`src/rtl/grant_d_receiver_pkg.sv`:
```
// Shared definitions for the TileLink D-channel receiver: opcodes, opcode
// classifiers and the receive FSM state encoding.
package grant_d_receiver_pkg;

    localparam logic [2:0] OP_ACCESS_ACK      = 3'd0;
    localparam logic [2:0] OP_ACCESS_ACK_DATA = 3'd1;
    localparam logic [2:0] OP_GRANT           = 3'd4;
    localparam logic [2:0] OP_GRANT_DATA      = 3'd5;
    localparam logic [2:0] OP_RELEASE_ACK     = 3'd6;

    typedef enum logic [1:0] {
        ST_IDLE    = 2'd0,
        ST_COLLECT = 2'd1,
        ST_RESP    = 2'd2
    } rx_state_e;

    function automatic logic is_data(input logic [2:0] opcode);
        return (opcode == OP_ACCESS_ACK_DATA) || (opcode == OP_GRANT_DATA);
    endfunction

    function automatic logic needs_ack(input logic [2:0] opcode);
        return (opcode == OP_GRANT) || (opcode == OP_GRANT_DATA);
    endfunction

    function automatic logic is_legal(input logic [2:0] opcode);
        return (opcode == OP_ACCESS_ACK) || (opcode == OP_ACCESS_ACK_DATA) ||
               (opcode == OP_GRANT) || (opcode == OP_GRANT_DATA) ||
               (opcode == OP_RELEASE_ACK);
    endfunction

endpackage

```
`src/rtl/grant_ack_queue.sv`:
```
// Small FIFO holding sink ids awaiting a GrantAck on the E channel.
module grant_ack_queue #(
    parameter int unsigned DEPTH = 2,
    parameter int unsigned WIDTH = 4
) (
    input  logic             clock,
    input  logic             reset,
    input  logic             push,
    input  logic [WIDTH-1:0] push_data,
    input  logic             pop,
    output logic [WIDTH-1:0] pop_data,
    output logic             full,
    output logic             empty
);
    localparam int unsigned PTR_W = (DEPTH > 1) ? $clog2(DEPTH) : 1;
    localparam int unsigned CNT_W = $clog2(DEPTH + 1);

    logic [WIDTH-1:0] mem [DEPTH];
    logic [PTR_W-1:0] wr_ptr;
    logic [PTR_W-1:0] rd_ptr;
    logic [CNT_W-1:0] count;
    logic             do_push;
    logic             do_pop;

    // A pop in the same cycle frees a slot, so a full queue may still accept.
    assign do_pop   = pop && !empty;
    assign do_push  = push && (!full || do_pop);
    assign full     = (count == CNT_W'(DEPTH));
    assign empty    = (count == '0);
    assign pop_data = mem[rd_ptr];

    function automatic logic [PTR_W-1:0] next_ptr(input logic [PTR_W-1:0] p);
        return (p == PTR_W'(DEPTH - 1)) ? '0 : PTR_W'(p + PTR_W'(1));
    endfunction

    always_ff @(posedge clock or negedge reset) begin
        if (!reset) begin
            for (int i = 0; i < int'(DEPTH); i++) mem[i] <= '0;
            wr_ptr <= '0;
            rd_ptr <= '0;
            count  <= '0;
        end else begin
            if (do_push) begin
                mem[wr_ptr] <= push_data;
                wr_ptr      <= next_ptr(wr_ptr);
            end
            if (do_pop) rd_ptr <= next_ptr(rd_ptr);
            count <= CNT_W'(count + CNT_W'(do_push) - CNT_W'(do_pop));
        end
    end

endmodule

```
`src/rtl/grant_d_receiver.sv`:
```
// TileLink D-channel client receiver: assembles multi-beat responses and
// queues a GrantAck for every Grant/GrantData.
module grant_d_receiver
    import grant_d_receiver_pkg::*;
#(
    parameter int unsigned SOURCE_W  = 6,
    parameter int unsigned SINK_W    = 4,
    parameter int unsigned DATA_W    = 256,
    parameter int unsigned BEATS     = 2,
    parameter int unsigned ACK_DEPTH = 2
) (
    input  logic                      clock,
    input  logic                      reset,
    input  logic                      d_valid,
    output logic                      d_ready,
    input  logic [2:0]                d_opcode,
    input  logic [2:0]                d_param,
    input  logic [2:0]                d_size,
    input  logic [SOURCE_W-1:0]       d_source,
    input  logic [SINK_W-1:0]         d_sink,
    input  logic                      d_denied,
    input  logic                      d_corrupt,
    input  logic [DATA_W-1:0]         d_data,
    output logic                      resp_valid,
    input  logic                      resp_ready,
    output logic [2:0]                resp_opcode,
    output logic [2:0]                resp_param,
    output logic [SOURCE_W-1:0]       resp_source,
    output logic                      resp_denied,
    output logic                      resp_corrupt,
    output logic [BEATS*DATA_W-1:0]   resp_data,
    output logic                      e_valid,
    input  logic                      e_ready,
    output logic [SINK_W-1:0]         e_sink,
    output logic                      err_illegal
);
    localparam int unsigned CNT_W   = (BEATS > 1) ? $clog2(BEATS) : 1;
    localparam int unsigned BLOCK_LG = $clog2(BEATS * DATA_W / 8);

    rx_state_e         state;
    logic [CNT_W-1:0]  cnt;
    logic [SINK_W-1:0] sink_q;

    logic              beat_legal_c;
    logic              beat_last_c;
    logic              beat_grant_c;
    logic              fire_c;
    logic [2:0]        eff_op_c;
    logic [SINK_W-1:0] eff_sink_c;
    logic              q_push;
    logic              q_pop;
    logic              q_full;
    logic              q_empty;

    // Beat classification; header fields come from the first beat only.
    always_comb begin
        eff_op_c     = (state == ST_IDLE) ? d_opcode : resp_opcode;
        eff_sink_c   = (state == ST_IDLE) ? d_sink : sink_q;
        beat_legal_c = (state != ST_IDLE) || is_legal(d_opcode);
        beat_last_c  = 1'b1;
        if (state == ST_COLLECT)
            beat_last_c = (cnt == CNT_W'(BEATS - 1));
        else if (is_data(d_opcode) && (BEATS > 1) && (d_size >= 3'(BLOCK_LG)))
            beat_last_c = 1'b0;
        beat_grant_c = beat_legal_c && needs_ack(eff_op_c) && beat_last_c;
        d_ready      = (state != ST_RESP) && !(beat_grant_c && q_full && !e_ready);
        fire_c       = d_valid && d_ready;
        q_push       = fire_c && beat_grant_c;
    end

    assign e_valid = !q_empty;
    assign q_pop   = e_valid && e_ready;

    grant_ack_queue #(
        .DEPTH (ACK_DEPTH),
        .WIDTH (SINK_W)
    ) u_ack_queue (
        .clock     (clock),
        .reset     (reset),
        .push      (q_push),
        .push_data (eff_sink_c),
        .pop       (q_pop),
        .pop_data  (e_sink),
        .full      (q_full),
        .empty     (q_empty)
    );

    always_ff @(posedge clock or negedge reset) begin
        if (!reset) begin
            state        <= ST_IDLE;
            cnt          <= '0;
            sink_q       <= '0;
            resp_valid   <= 1'b0;
            resp_opcode  <= '0;
            resp_param   <= '0;
            resp_source  <= '0;
            resp_denied  <= 1'b0;
            resp_corrupt <= 1'b0;
            resp_data    <= '0;
            err_illegal  <= 1'b0;
        end else begin
            err_illegal <= 1'b0;
            case (state)
                ST_IDLE: begin
                    if (fire_c) begin
                        if (!beat_legal_c) begin
                            err_illegal <= 1'b1;
                        end else begin
                            resp_opcode           <= d_opcode;
                            resp_param            <= d_param;
                            resp_source           <= d_source;
                            resp_denied           <= d_denied;
                            resp_corrupt          <= d_corrupt;
                            sink_q                <= d_sink;
                            resp_data[0 +: DATA_W] <= d_data;
                            if (beat_last_c) begin
                                state      <= ST_RESP;
                                resp_valid <= 1'b1;
                            end else begin
                                state <= ST_COLLECT;
                                cnt   <= CNT_W'(1);
                            end
                        end
                    end
                end
                ST_COLLECT: begin
                    if (fire_c) begin
                        resp_data[32'(cnt) * DATA_W +: DATA_W] <= d_data;
                        resp_denied  <= resp_denied | d_denied;
                        resp_corrupt <= resp_corrupt | d_corrupt;
                        if (beat_last_c) begin
                            state      <= ST_RESP;
                            resp_valid <= 1'b1;
                            cnt        <= '0;
                        end else begin
                            cnt <= CNT_W'(cnt + CNT_W'(1));
                        end
                    end
                end
                ST_RESP: begin
                    if (resp_ready) begin
                        state      <= ST_IDLE;
                        resp_valid <= 1'b0;
                    end
                end
                default: begin
                    state      <= ST_IDLE;
                    resp_valid <= 1'b0;
                end
            endcase
        end
    end

endmodule
```
`config.mk`:
```
export PLATFORM = sky130hd
export DESIGN_NAME = grant_d_receiver
export DESIGN_NICKNAME = d
export VERILOG_FILES = /design/src/rtl/grant_d_receiver_pkg.sv /design/src/rtl/grant_ack_queue.sv /design/src/rtl/grant_d_receiver.sv
export SDC_FILE = /design/constraint.sdc
export NUM_CORES = 1
export LEC_CHECK = 0
export CORE_AREA = 4 4 315 317
export DETAILED_ROUTE_END_ITERATION = 6
export DIE_AREA = 0 0 319 321
export SLEW_MARGIN = 10
export SYNTH_ARGS = -nofsm -noshare
export SYNTH_HDL_FRONTEND = slang
export SYNTH_SLANG_ARGS = --single-unit
```
`constraint.sdc`:
```
create_clock -name clock -period 2.4 [get_ports clock]
set_input_delay 0.48 -clock clock [delete_from_list [all_inputs] [get_ports clock]]
set_output_delay 0.48 -clock clock [all_outputs]
set_load 0.05 [all_outputs]
```
Word-level counts from Yosys, hierarchy flattened --
Index checks and enable logic that the tools add are counted.
Cells by class: order comparisons 4, add/sub/neg operators 6, bitwise gates (word level) 4, shifts and indexed selects 2, equality and inequality tests 16, reductions and logical operators 35, muxes and demuxes 47
Operator list (number):
- 2-to-1 mux 256 bit | 3
- bitwise mux 512 bit | 1
- one-hot mux 256 bit (2 select lines) | 1
- variable shift 256 x 34 -> 512 bit (first input constant) | 1
- variable part select 256 x 34 -> 512 bit | 1
- negator 9 -> 34 bit | 1
- 2-to-1 mux 1 bit | 23
- 2-to-1 mux 4 bit | 5
- == test 3 bit (second input constant) | 5
- inequality test 2 bit (second input constant) | 7
- logical AND 1 bit | 12
- 2-to-1 mux 2 bit | 6
- AND reduction 5 bit | 2
- bitwise mux 8 bit | 1
- logical OR 1 bit | 8
- AND reduction 4 bit | 2
- one-hot mux 1 bit (2 select lines) | 3
- one-hot mux 2 bit (3 select lines) | 1
- demux 4 bit (select 1 bit) | 1
- == test 2 bit (second input constant) | 2
- >= comparator 2 bit (second input constant) | 2
- zero test 1 bit | 4
- zero test 2 bit | 2
- inverter 1 -> 2 bit | 2
- 14 further kinds | 18
Storage, ports and cells: output and inout port bits 534, word-level logic and storage cells 131, register bits after elaboration 547

Logic depth before layout (Yosys ltp) --
Gate-level depths: netlist (run 1).
depth after elaboration 17, mapped depth 7, mapped depth without buffers 7

By module --
A second synthesis (run 1) with hierarchy kept.
Second synthesis, totals: cells, all modules 1213, area, all modules 20672.3 um^2
Modules (own cells, without submodules):
- grant_d_receiver | instances 1, area an instance 20111.8 um^2, cells each 1174
- grant_ack_queue | instances 1, area an instance 560.5 um^2, cells each 39

Least setup slack after synthesis (run 1) --
OpenSTA, ideal clock, no wires.
kind reg-to-reg, start reg state[0], end reg resp_opcode[0], cell stages (with the launch flop) 7, path buffers 2, setup slack 167 ps, library setup time 125 ps, arrival 2107 ps, data required time 2275 ps, path through dfrtp_1 > buf_6 > or4b_4 > o21a_4 > o311ai_4 > buf_8 > mux2_4
On the way: cells in the longest elaborated chain, start to end 12, elaborated cells on any way between the ends 18
RTL lines:
- start: declaration | RTL line grant_d_receiver.sv:40 | rx_state_e state;
- start signal: assignment | RTL line grant_d_receiver.sv:90 | state <= ST_IDLE;
- start signal: assignment | RTL line grant_d_receiver.sv:117 | state <= ST_RESP;
- start signal: assignment | RTL line grant_d_receiver.sv:120 | state <= ST_COLLECT;
- zero test 2 bit | RTL line grant_d_receiver.sv:57, grant_d_receiver.sv:103
- 2-to-1 mux 3 bit | RTL line grant_d_receiver.sv:57 | eff_op_c = (state == ST_IDLE) ? d_opcode : resp_opcode;
- == test 3 bit | RTL line grant_d_receiver_pkg.sv:22 | return (opcode == OP_GRANT) || (opcode == OP_GRANT_DATA);
- logical OR 1 bit | RTL line grant_d_receiver_pkg.sv:22
- logical AND 1 bit (2 in series) | RTL line grant_d_receiver.sv:65 | beat_grant_c = beat_legal_c && needs_ack(eff_op_c) && beat_last_c;
- logical AND 1 bit (2 in series) | RTL line grant_d_receiver.sv:66 | d_ready = (state != ST_RESP) && !(beat_grant_c && q_full && !e_ready);
- zero test 1 bit | RTL line grant_d_receiver.sv:66
- logical AND 1 bit | RTL line grant_d_receiver.sv:66
- logical AND 1 bit | RTL line grant_d_receiver.sv:67 | fire_c = d_valid && d_ready;
- AND reduction 3 bit (no line) (*)
- end signal: assignment | RTL line grant_d_receiver.sv:109 | resp_opcode <= d_opcode;
- end: declaration | RTL line grant_d_receiver.sv:26 | output logic [2:0] resp_opcode,
Every way passes the cells marked *; elsewhere a longest branch is shown, timed or not. A chain may end at the register's enable or synchronous reset.

Worst setup path in the final report (run 1) --
start reg state[1], end out d_ready
On the way: cells in the longest elaborated chain, start to end 10, elaborated cells on any way between the ends 16
RTL lines:
- zero test 2 bit | RTL line grant_d_receiver.sv:57
- 2-to-1 mux 3 bit | RTL line grant_d_receiver.sv:57
- == test 3 bit | RTL line grant_d_receiver_pkg.sv:22
- logical OR 1 bit | RTL line grant_d_receiver_pkg.sv:22
- logical AND 1 bit (2 in series) | RTL line grant_d_receiver.sv:65
- logical AND 1 bit (2 in series) | RTL line grant_d_receiver.sv:66
- zero test 1 bit | RTL line grant_d_receiver.sv:66
- logical AND 1 bit (*) | RTL line grant_d_receiver.sv:66
- end: declaration | RTL line grant_d_receiver.sv:15 | output logic d_ready,
Marks and branches as above.

==> impl_metrics.toml, run 1 <==
[sta]
layout_setup_ws_ns = -0.236
finalCritPeriodShare = 1.10
slew_violations = 0
skew_ns = 0.0131
setup_violations = 454
tightest_slew_ns = 0.635
fmax_mhz = 379
rsz0062_at_grt = "yes"
hold_viol = 0
slew_headroom = 0.579
post-route-min-period_ns = 2.64
holdWs_ns = 0.317

[grt]
grt_max_degree = 96
overflow = 0
grt_antenna_before_repair = 9
grt_pass1_wl_um = 107000
grt_usage = 0.137
first_global_vias = 15900

[worst_setup_path]
start_kind = "flop"
crit_required_ns = 1.92
setup.worst_path.class = "reg2out"
cp.arrival_ns = 2.16
crit_fanout = 5
crit_slowest_cell = "or4b_4"
setup.worst_path.end_class = "primary output"
reg2reg_slack_ns = -0.15
crit_chain = "or4b_4, o21ai_4, nand2_2, o21a_4, buf_12"
slowest_delay_ns = 0.55
r2r_cells = 9

[die]
rows = 114
core-area_sq_mm = 0.0963
die_y_um = 321
initial_core_util = 0.214
die_area_sq_mm = 0.102
die_w_um = 319
io_pins = 816

[yosys]
syn_nets = 1492
yosysUniqueCellTypes = 47
ys.warnings.count = 0
synth_area_leader_cell = "dfrtp_1"
seq_area_frac_synth = 0.664
yosys-top-cells-area = "dfrtp_1 66%, mux2_2 16%, mux2_1 13%, buf_2 1.2%, mux2_4 0.87%"
netlist.area_leader.share = 0.664
netlist_area_sq_mm = 0.0206
netlist_instances = 1208
syn_area_per_cell_sq_um = 17.1
synth_seq_cells = 547

[clock_tree]
cts_tree = "built"
clk_pin_slew_worst_paths_ns = 0.06
insertion_delay_ns = 0.62
cts_sinks = 547
htree_levels = 2
cts.path.max_buffers = 3
cts.root.buffer_cell = "clkbuf_16"
cts_buffers = 61

[finish]
instances_no_fill = 3506
drive_gt1_frac = 0.273
layout.nets = 2462
area_growth_pct = 69.6

[run_status]
failed_checks = "negative setup slack"
status = "finished with violations"

[pwr]
p_leak_nw = 15.1
peakVddDrop_uv = 807
powerDensity_mw_per_mm2 = 1300

[placed_design]
hpwlAfterDp_um = 57300
place_inst = 3343
port_buffers = 814
gp_congestion = 0.812

[run]
drv_cap = 0

[drt]
wl_met2_um = 39900
drt_pre_antenna_iters = 4
drtIter0Drc = 577
route.detailed.drc = 0
wl_per_cell_um = 22.8
vias_per_cell = 4.10
num_vias = 14400
wirelength_met1_um = 30500
topRoutingLayerUsed = "met5"
final_antenna_net_count = 0
wl_um = 79900
wl_met3_um = 7310

[hold_path]
hold_class = "in2async"
[Yosys cell counts (all sizes together)]
master	number
dfrtp	547
mux2	544
buf	56
o21ai	5
nand2b	4
nor2	4
a21boi	3
inv	3
nand2	3
nor2b	3
a22o	2
clkbuf	2
ha	2
nand3	2
o21a	2
or4b	2
xnor2	2
xor2	2
a2111oi	1
a211oi	1
a31oi	1
a41oi	1
and2	1
and3	1
and4b	1
mux2i	1
nand3b	1
nand4b	1
nor3	1
nor3b	1
nor4	1
o211ai	1
o22ai	1
o311ai	1
o31ai	1
or2	1
or2b	1
or3b	1
[path summary, 6_finish.rpt]
| check | end | from |
|---|---|---|
| setup / recovery | d_ready | state[1]$_DFFE_PN0P_ |
| hold / removal | resp_data[507]$_DFFE_PN0P_ | reset |
| setup reg to reg | resp_data[240]$_DFFE_PN0P_ | state[1]$_DFFE_PN0P_ |
| min in group clock | resp_corrupt$_DFFE_PN0P_ | d_corrupt |
| hold reg to reg | resp_data[40]$_DFFE_PN0P_ | resp_data[40]$_DFFE_PN0P_ |
| max in group asynchronous | resp_data[401]$_DFFE_PN0P_ | reset |
[cell usage in the layout, fill, tap and decap left out, types with 4 or more instances in the layout]
| cell | count |
|---|---|
| clkbuf_16 | 84 |
| clkinv_2 | 10 |
| mux2_4 | 189 |
| buf_6 | 24 |
| clkdlybuf4s50_1 | 759 |
| clkbuf_1 | 16 |
| dlymetal6s2s_1 | 4 |
| buf_4 | 81 |
| buf_8 | 9 |
| bufinv_16 | 6 |
| clkbuf_8 | 10 |
| buf_16 | 5 |
| dfrtp_1 | 545 |
| dlygate4sd2_1 | 21 |
| diode_2 | 4 |
| nand2b_1 | 4 |
| mux2_1 | 229 |
| buf_12 | 36 |
| mux2_2 | 126 |
| o21ai_0 | 4 |
[where the power goes]
part / switching, mW / leakage [nW] / internal [mW] / total, mW
clock: 3.83 / 0.988 / 5.63 / 9.45
combinational: 14.1 / 7.27 / 7.94 / 22.1
sequential: 1.70 / 6.84 / 12.2 / 13.9
total: 19.6 / 15.1 / 25.7 / 45.4
[layout make-up]
cell class / instances / area (sq um)
Antenna cell: 4 / 10.0
Clock buffer: 87 / 1720
Clock inverter: 24 / 297
Fill cell: 9128 / 61300
Inverter: 3 / 11.3
Multi-Input combinational cell: 600 / 7330
Sequential cell: 547 / 13700
Tap cell: 1276 / 1600
Timing Repair Buffer: 965 / 10300
[flip-flops by register name, indices dropped and copies added, names as in the netlist, 2 cells and up]
register           cells
resp_opcode            3
u_ack_queue.count      2
resp_param             3
sink_q                 4
resp_data            512
resp_source            6
u_ack_queue.mem        8
state                  2
[worst max-delay path, delay by kind of cell (launching register included)]
family / cells / cell delay (ns)
and+or+nand+nor: 2 / 0.63
AOI/OAI and AO/OA: 2 / 0.31
DFF: 1 / 0.44
buffers and inverters: 1 / 0.15
[cells by family after synthesis]
group | after synthesis | share of synthesized area
XOR/XNOR | 4 | 0.00170
multiplexers | 545 | 0.300
AO/OA/AOI/OAI | 20 | 0.00849
flip-flops | 547 | 0.664
adder cells (fa/ha/maj) | 2 | 0.00121
AND/OR/NAND/NOR | 29 | 0.00952
buffers and inverters | 61 | 0.0158
[metrics by stage]
stage	worst slack, ns	power, mW	cell area, sq um	TNS [ns]	utilization
after floorplan	0.167	26.7	20600	0	-
after global placement	-0.397	35.1	31100	-167.93	0.323
after detailed placement	-0.433	35.4	31100	-187.72	0.323
after CTS	-0.336	45.1	33100	-0.336	0.344
after global routing	-0.342	47.2	35000	-68.88	0.363
final	-0.236	45.4	35000	-28.56	0.363
[repair_timing]
| action | CTS | global route |
|---|---|---|
| hold buffers | 1 | 0 |
| endpoints found under the setup margin | 24 | 180 |
| resized for setup | 32 | 267 |
| buffers inserted | 3 | 16 |
| endpoints found under the hold margin | 25 | 0 |
| cloned | 0 | 28 |
| pin swaps | 1 | 4 |
[metal layers]
metal | global-route usage | vias up
met3 | 0.0589 | 105
met5 | 0 | -
met4 | 0.0386 | 2
met1 | 0.148 | 7440
met2 | 0.246 | 537
li1 | - | 6276
Power figures use the tool's default switching activity.
==> inputs of run 2 (changes only) <==
- SETUP_SLACK_MARGIN: unset -> 0.2
- SYNTH_HIERARCHICAL: unset -> 1
==> impl_metrics.toml, run 2 <==
[run_status]
status = "finished with violations"
failed_checks = "negative setup slack"

[drt]
final_antenna_net_count = 0
drtIter0Drc = 601
drt_pre_antenna_iters = 4
num_vias = 14700
wl_per_cell_um = 23.1
wl_um = 82300
vias_per_cell = 4.13
route.detailed.drc = 0

[finish]
area_growth_pct = 82.4
instances_no_fill = 3567
final_util = 0.392
drive_gt1_frac = 0.386
final_common_cell = "dfrtp_1"
finalInstanceArea_sq_mm = 0.0377
layout.nets = 2521
largest_register = "resp_data"
final_cell_mix = "543 x dfrtp_1, 393 x mux2_4, 376 x dlymetal6s2s_1, 280 x clkdlybuf4s50_1, 128 x mux2_2"
top_regs = "resp_data: 512 flops, u_ack_queue/mem: 8 flops, resp_source: 6 flops"
largest_reg_flops = 512

[sta]
slew_headroom = 0.527
post-route-min-period_ns = 2.65
slew_violations = 0
layout_setup_ws_ns = -0.247
tightest_slew_ns = 0.710
finalCritPeriodShare = 1.10
rsz0062_at_grt = "yes"
hold_viol = 0
fmax_mhz = 378
setup_violations = 403
skew_ns = 0.0135

[placed_design]
gp_congestion = 0.835
place_area_sq_mm = 0.0310
port_buffers = 814
pre_cts_ws_ns = -0.618
hpwlAfterDp_um = 55900
place_inst = 3345

[pwr]
peakVddDrop_uv = 885
powerDensity_mw_per_mm2 = 1610
p_leak_nw = 21.0
total_power_mw = 60.7

[yosys]
netlist.area_leader.share = 0.662
synth_area_leader_cell = "dfrtp_1"
yosys-top-cells-area = "dfrtp_1 66%, mux2_1 16%, mux2_2 14%, buf_2 0.77%, buf_4 0.58%"
netlist_area_sq_mm = 0.0207
ys.warnings.count = 6
synthMostInstantiatedCell = "dfrtp_1"
synth_seq_cells = 547
syn_area_per_cell_sq_um = 17.0
netlist_instances = 1213
syn_nets = 1497
synth_common_cells = "547 x dfrtp_1, 285 x mux2_1, 259 x mux2_2, 32 x buf_2, 16 x buf_4"
async_reset_ff_frac = 1.00
seq_area_frac_synth = 0.662
yosys_most_used_dff = "dfrtp_1"
synth_edf_count = 0
yosysUniqueCellTypes = 39

[grt]
grt_usage = 0.139
overflow = 0
grt_max_degree = 64
grt_antenna_before_repair = 8
first_global_vias = 15900
grt_pass1_wl_um = 108000

[die]
initial_core_util = 0.215
die_w_um = 319
die_area_sq_mm = 0.102
rows = 114
core-area_sq_mm = 0.0963
die_y_um = 321
io_pins = 816

[worst_setup_path]
worst-path-buf-inv = 4
crit_fanout = 3
crit_required_ns = 1.92
slowest_delay_ns = 0.45
crit_chain = "clkdlybuf4s50_1, buf_4, nor4b_4, a31oi_4, or2_1, buf_6, nor2_4, a21oi_4, buf_12"
setup.worst_path.end_class = "primary output"
cp.arrival_ns = 2.17
start_kind = "primary input"
setup.worst_path.class = "in2out"
cp_top_family = "buffers and inverters"
crit_slowest_cell = "clkdlybuf4s50_1"

[run]
drv_cap = 0

[clock_tree]
cts.path.max_buffers = 3
cts_tree = "built"
cts.root.buffer_cell = "clkbuf_16"
cts_sinks = 547
htree_levels = 2
insertion_delay_ns = 0.63
cts_buffers = 58
clk_pin_slew_worst_paths_ns = 0.05

[hold_path]
hold_class = "in2reg"
==> run 2: changes by cell type after synthesis, moves of 9 or more <==
cell    change
buf_2      -18
buf_4      +12
buf_6       +9
mux2_1     +45
mux2_2     -33
mux2_4     -12
==> run 2: repair_timing <==
| action | CTS | global route |
|---|---|---|
| setup endpoints to repair | 979 | 892 |
| buffers inserted | 29 | 33 |
| pin swaps | 8 | 8 |
| gates cloned | 10 | 35 |
| gates resized for setup | 206 | 858 |
| hold buffers | 1 | 0 |
| hold endpoints to repair | 37 | 0 |
==> run 2: power breakdown <==
part,leakage (nW),total (mW),internal (mW),switching [mW]
logic,13.2,35.2,14.0,21.3
clock network,1.01,9.57,5.74,3.83
registers,6.75,15.9,13.4,2.44
total,21.0,60.7,33.1,27.6
==> run 2: cell families after synthesis <==
logic type / after synthesis / share of synthesized area
flops: 547 / 0.662
buf+inv: 69 / 0.0210
fa+ha+maj: 2 / 0.00121
xor+xnor: 4 / 0.00170
mux: 544 / 0.296
simple gates: 32 / 0.0110
compound gates: 15 / 0.00660
==> run 2: area by class of cell <==
class                      count  area [sq um]
fill                        8783         58600
sequential                   547         13700
timing repair buffer        1024         12200
multi-input combinational    597          8110
clock buffer                  86          1740
tap                         1276          1600
clock inverter                22           310
inverter                       9          33.8
antenna                        6          15.0
==> run 2: path summary, 6_finish.rpt <==
path | start | to | slack [ns] | cells past startpoint
max reg2reg | state[1]$_DFFE_PN0P_ | resp_data[227]$_DFFE_PN0P_ | -0.09 | 11
max in group asynchronous | reset | resp_data[335]$_DFFE_PN0P_ | 1.07 | 3
min in group asynchronous | reset | resp_data[316]$_DFFE_PN0P_ | 0.46 | 2
min | d_corrupt | resp_corrupt$_DFFE_PN0P_ | 0.43 | 2
min reg2reg | resp_data[463]$_DFFE_PN0P_ | resp_data[463]$_DFFE_PN0P_ | 0.49 | 1
max | d_opcode[1] | d_ready | -0.25 | 9
==> run 2: stage by stage <==
| step | TNS (ns) | hold WS (ns) |
|---|---|---|
| 5_1_grt | -52.12 | 0.371 |
| 3_3_place_gp | -217.09 | 0.466 |
| 4_1_cts | -48.32 | 0.363 |
| 3_5_place_dp | -234.16 | 0.474 |
| 6_report | -20.92 | 0.433 |
| 2_1_floorplan | 0 | 0.184 |
==> run 2: routing by layer <==
metal  share of wire  vias to the layer above  GRT usage
met5         0.00016                        -          0
met4           0.037                        2     0.0515
met3           0.087                      137     0.0607
met2            0.49                      591      0.241
met1            0.38                     7611      0.152
li1                -                     6396          -
==> edit 1, RTL diff (config.mk and constraints of run 2) <==
The parameter `SOURCE_W` goes from 6 to 12.
--- a/src/rtl/grant_d_receiver.sv
+++ b/src/rtl/grant_d_receiver.sv
@@ -5,3 +5,3 @@
 #(
-    parameter int unsigned SOURCE_W  = 6,
+    parameter int unsigned SOURCE_W  = 12,
     parameter int unsigned SINK_W    = 4,
Interface: changed (resized d_source and resp_source); port bits go from 816 to 828. The function was not compared with the original's and may differ.
==> edit 1 against run 2 <==
  * The flow still finishes with violations (negative setup slack)
  * Design area decreased by 9.7%
  * Power down 11%
  * Synthesized cell count grew 0.99%
  * Sequential cell count is 6 higher
  * Setup slack improved by 0.13 ns
  * Largest power group unchanged
  * Core utilization down 3.8 points
  * Cell count is 1.4% lower
  * Sequential share of layout area up 4.3 points
  * Wire length is 13% lower
  * Synthesized area grew 1.0%
  * Critical path depth up 2
  * Register-to-register slack got worse by 0.03 ns
  * Fmax is 5.1% higher
  * Critical endpoint is now resp_data[71]
==> edit 1: results (changes against run 2) <==
- count of non-CTS inverters in the layout: 7, -2
- iteration-0 DRC count of the detailed router: 450, -25%
- number of stages on the worst hold path: 3, +1
- final-layout worst hold slack: 0.4375 ns, +0.004846 ns
- vias in the first global route: 16.22k, +1.7%
- post-synthesis sequential area ratio: 0.6625, about the same
- number of signal-net buffers in the layout: 963, -6.0%
- Top Layer Used: met4
- Post-CTS Setup Repair Bufs: 11, -62%
- diodes inserted: 2, -4
- Met3 Wirelength: 5574 um, -22%
- setup TNS: -10.03 ns, +10.89 ns
- result of the run: finished with violations
- capture endpoint of the worst hold path: resp_denied
- largest registers in the final layout: resp_data x512, resp_source x12, u_ack_queue/mem x8
- multi-input combinational cell count: 604, +1.2%
- VDD IR-drop max: 0.0008714 V, -1.5%
- number of clock buffers inserted by TritonCTS: 60, +3.4%
- Critical Path Start: state[0]
- number of placed cells counting well taps: 3378, +0.99%
- critical path's slowest cell: sky130_fd_sc_hd__dfrtp_1
- clock network share of area: 0.05905, +0.004773
- share of post-route cells with drive strength above 1: 0.2954, -0.09108
- Signal buf overhead: 0.2804, -0.04347
- share of the final layout cell area in sequential cells: 0.4063, +0.04318
- fill cell instance count of the final layout: 9354, +6.5%
- leading post-synthesis cells by cell area: sky130_fd_sc_hd__dfrtp_1 (66%), sky130_fd_sc_hd__mux2_2 (16%), sky130_fd_sc_hd__mux2_1 (13%), sky130_fd_sc_hd__buf_6 (0.75%), sky130_fd_sc_hd__buf_2 (0.67%)
- number of nets in the layout: 2479, -1.7%
- failing checks: negative setup slack
- worst slew margin relative to its limit: 0.5201, -0.006506
- leading post-synthesis cells by instance count: sky130_fd_sc_hd__dfrtp_1 (553), sky130_fd_sc_hd__mux2_2 (304), sky130_fd_sc_hd__mux2_1 (246)
- met2 track demand over resource: 0.2434, +0.002064
- Worst Setup Slack post-DPL: -0.4372 ns, +0.1804 ns
- gpl congestion: 0.7950, -4.8%
- setup slack of the critical path after layout: -0.1182 ns, +0.1290 ns
- Post-Place Cell Area: 0.03144 mm2, +1.3%
- final non-filler cell area: 0.03407 mm2, -9.7%
- quantity of I/O buffers inserted on ports: 826, +1.5%
- via density per instance: 4.053, -1.9%
- CTS resizes: 574, +180%
- total setup violations reported at the end of the flow: 211, -48%
## edit 1: cell count changes in the layout (fill, tap and decap cells not counted), moves of 21 or more
cell,run 2,this run
sky130_fd_sc_hd__mux2_2,128,291
sky130_fd_sc_hd__buf_12,52,28
sky130_fd_sc_hd__mux2_4,393,101
sky130_fd_sc_hd__clkbuf_16,88,67
sky130_fd_sc_hd__dlygate4sd2_1,124,447
sky130_fd_sc_hd__dlymetal6s2s_1,376,74
sky130_fd_sc_hd__mux2_1,23,159
## edit 1: cell families after synthesis
group           synth area share
flops                     0.6625
compound gates          0.007309
buf+inv                  0.02144
simple gates            0.008626
mux                       0.2972
fa+ha+maj               0.001198
xor+xnor                0.001678
## edit 1: power by group
part	internal [mW]	switching, mW
sequential	13.5	2.27
clock	5.53	3.78
combinational	8.79	19.9
total	27.8	25.9
==> edit 2, RTL diff (flow settings as in run 2) <==
Without the edit above. Put one more register stage on the output `err_illegal`, with the module's reset. The value now appears one clock later. The other outputs are not delayed to match.
--- a/src/rtl/grant_d_receiver.sv
+++ b/src/rtl/grant_d_receiver.sv
@@ -38,2 +38,4 @@
     localparam int unsigned BLOCK_LG = $clog2(BEATS * DATA_W / 8);
+
+    logic err_illegal_s0;
 
@@ -99,5 +101,5 @@
             resp_data    <= '0;
-            err_illegal  <= 1'b0;
+            err_illegal_s0 <= 1'b0;
         end else begin
-            err_illegal <= 1'b0;
+            err_illegal_s0 <= 1'b0;
             case (state)
@@ -106,3 +108,3 @@
                         if (!beat_legal_c) begin
-                            err_illegal <= 1'b1;
+                            err_illegal_s0 <= 1'b1;
                         end else begin
@@ -153,2 +155,10 @@
 
+    always_ff @(posedge clock or negedge reset) begin
+        if (!reset) begin
+            err_illegal <= '0;
+        end else begin
+            err_illegal <= err_illegal_s0;
+        end
+    end
+
 endmodule
Check against the original RTL: not settled (the Yosys comparison gave no result); the edit may change what the design does.
==> edit 2 against run 2 <==
  * The flow still finishes with violations (negative setup slack)
  * Fmax rose by 0.39%
  * Core utilization fell by 2.0 points
  * Count of clock-buffer cells in the layout rose by 9
  * Design area down 5.1%
  * Critical path type unchanged
  * Clock power about the same
  * Critical endpoint unchanged
  * Synthesized area is 0.12% higher
  * Power decreased by 3.3%
  * Wire length is 4.9% lower
  * Sequential cell count rose by 1
  * Synthesized cell count about the same
  * Setup slack gained 0.010 ns
==> edit 2: results (changes against run 2) <==
- result of the run: finished with violations
- failing checks: negative setup slack
- leading post-synthesis cells by cell area: sky130_fd_sc_hd__dfrtp_1 (66%), sky130_fd_sc_hd__mux2_1 (16%), sky130_fd_sc_hd__mux2_2 (14%), sky130_fd_sc_hd__buf_2 (0.77%), sky130_fd_sc_hd__buf_4 (0.58%)
- total setup violations reported at the end of the flow: 253, -37%
- Met3 Wirelength: 5804 um, -19%
- Signal buf overhead: 0.3053, -0.01854
- setup TNS: -29.95 ns, -9.033 ns
- Worst Setup Slack post-DPL: -0.4974 ns, +0.1201 ns
- share of post-route cells with drive strength above 1: 0.3011, -0.08532
- leading post-synthesis cells by instance count: sky130_fd_sc_hd__dfrtp_1 (548), sky130_fd_sc_hd__mux2_1 (285), sky130_fd_sc_hd__mux2_2 (259)
- number of nets in the layout: 2481, -1.6%
- Seq Cell Count: 548, +0.18%
- Fin Clk Skew: 0.01468 ns, +0.001224 ns
- arithmetic-cell share of the synthesized area counting full adders, half adders and majority gates: 0.001209, -0.000001464
- layout clock buffer count: 95, +10%
- detailed-routed wire length on met2: 41260 um, +1.3%
- multi-input gate share of the layout cell area: 0.2078, -0.007306
- Static Leak: 17.39 nW, -17%
- vias in the first global route: 15.95k, +0.013%
- critical path peak fanout: 4, +1
- post-synthesis sequential area ratio: 0.6626, about the same
- internal power consumption: 31.53 mW, -4.7%
- Worst Max-Slew Pin Slew: 0.7402 ns, +0.03002 ns
- PwrDens: 1639 mW/mm2, +1.9%
- setup slack of the critical path after layout: -0.2369 ns, +0.01027 ns
- clock network share of area: 0.05768, +0.003400
- total via count in the routed design: 14.46k, -1.9%
- number of signal-net buffers in the layout: 981, -4.2%
- syn_nets: 1498, +0.067%
- Detail Placement HPWL: 54590 um, -2.4%
- VDD IR-drop max: 0.0009785 V, +11%
- all-layer global routing usage: 0.1359, -0.003570
- synthesized-area fraction occupied by xor and xnor cells: 0.001693, -0.000002049
- area fraction in compound gates after synthesis: 0.006589, -0.000007976
- Post-Route M1 WL: 28950 um, -7.8%
-- edit 2: what timing repair did --
action,4_1_cts,5_1_grt
hold buffers,1,0
endpoints found under the setup margin,935,854
endpoints found under the hold margin,38,0
gates cloned,11,24
buffers inserted,22,17
pin swaps,5,8
gates resized for setup,295,373
-- edit 2: path summary, 6_finish.rpt --
path,from,to,slack (ns),cells after the start
max,d_opcode[1],d_ready,-0.24,9
min,err_illegal_s0,err_illegal,0.35,0
max reg2reg,state[1],resp_data[108],-0.19,12
min reg2reg,err_illegal_s0,err_illegal,0.35,0
max in group asynchronous,reset,resp_data[327],1.10,3
min in group asynchronous,reset,resp_data[484],0.55,2
-- edit 2: worst reg2reg max path, cell delays in order, from the launching register on --
cell	delay (ns)
sky130_fd_sc_hd__dfrtp_2	0.43
sky130_fd_sc_hd__or2_4	0.27
sky130_fd_sc_hd__a31oi_4	0.14
sky130_fd_sc_hd__buf_4	0.13
sky130_fd_sc_hd__buf_6	0.09
sky130_fd_sc_hd__o32ai_4	0.10
sky130_fd_sc_hd__nor4b_4	0.23
sky130_fd_sc_hd__buf_6	0.22
sky130_fd_sc_hd__buf_6	0.13
sky130_fd_sc_hd__buf_16	0.15
sky130_fd_sc_hd__buf_12	0.13
sky130_fd_sc_hd__clkbuf_16	0.14
sky130_fd_sc_hd__mux2_4	0.30
-- edit 2: layer usage --
layer / up-vias / global-route usage
li1: 6295 / -
met1: 7469 / 0.1447
met2: 569 / 0.2519
met3: 128 / 0.04763
met4: 0 / 0.04167
met5: - / 0
-- edit 2: per-stage QoR --
stage	cell area, um2	std cells
after floorplan	20750	1214
after global placement	31090	3336
after detailed placement	31090	3336
after CTS	33700	3480
after global routing	35780	3523
final	35790	3526
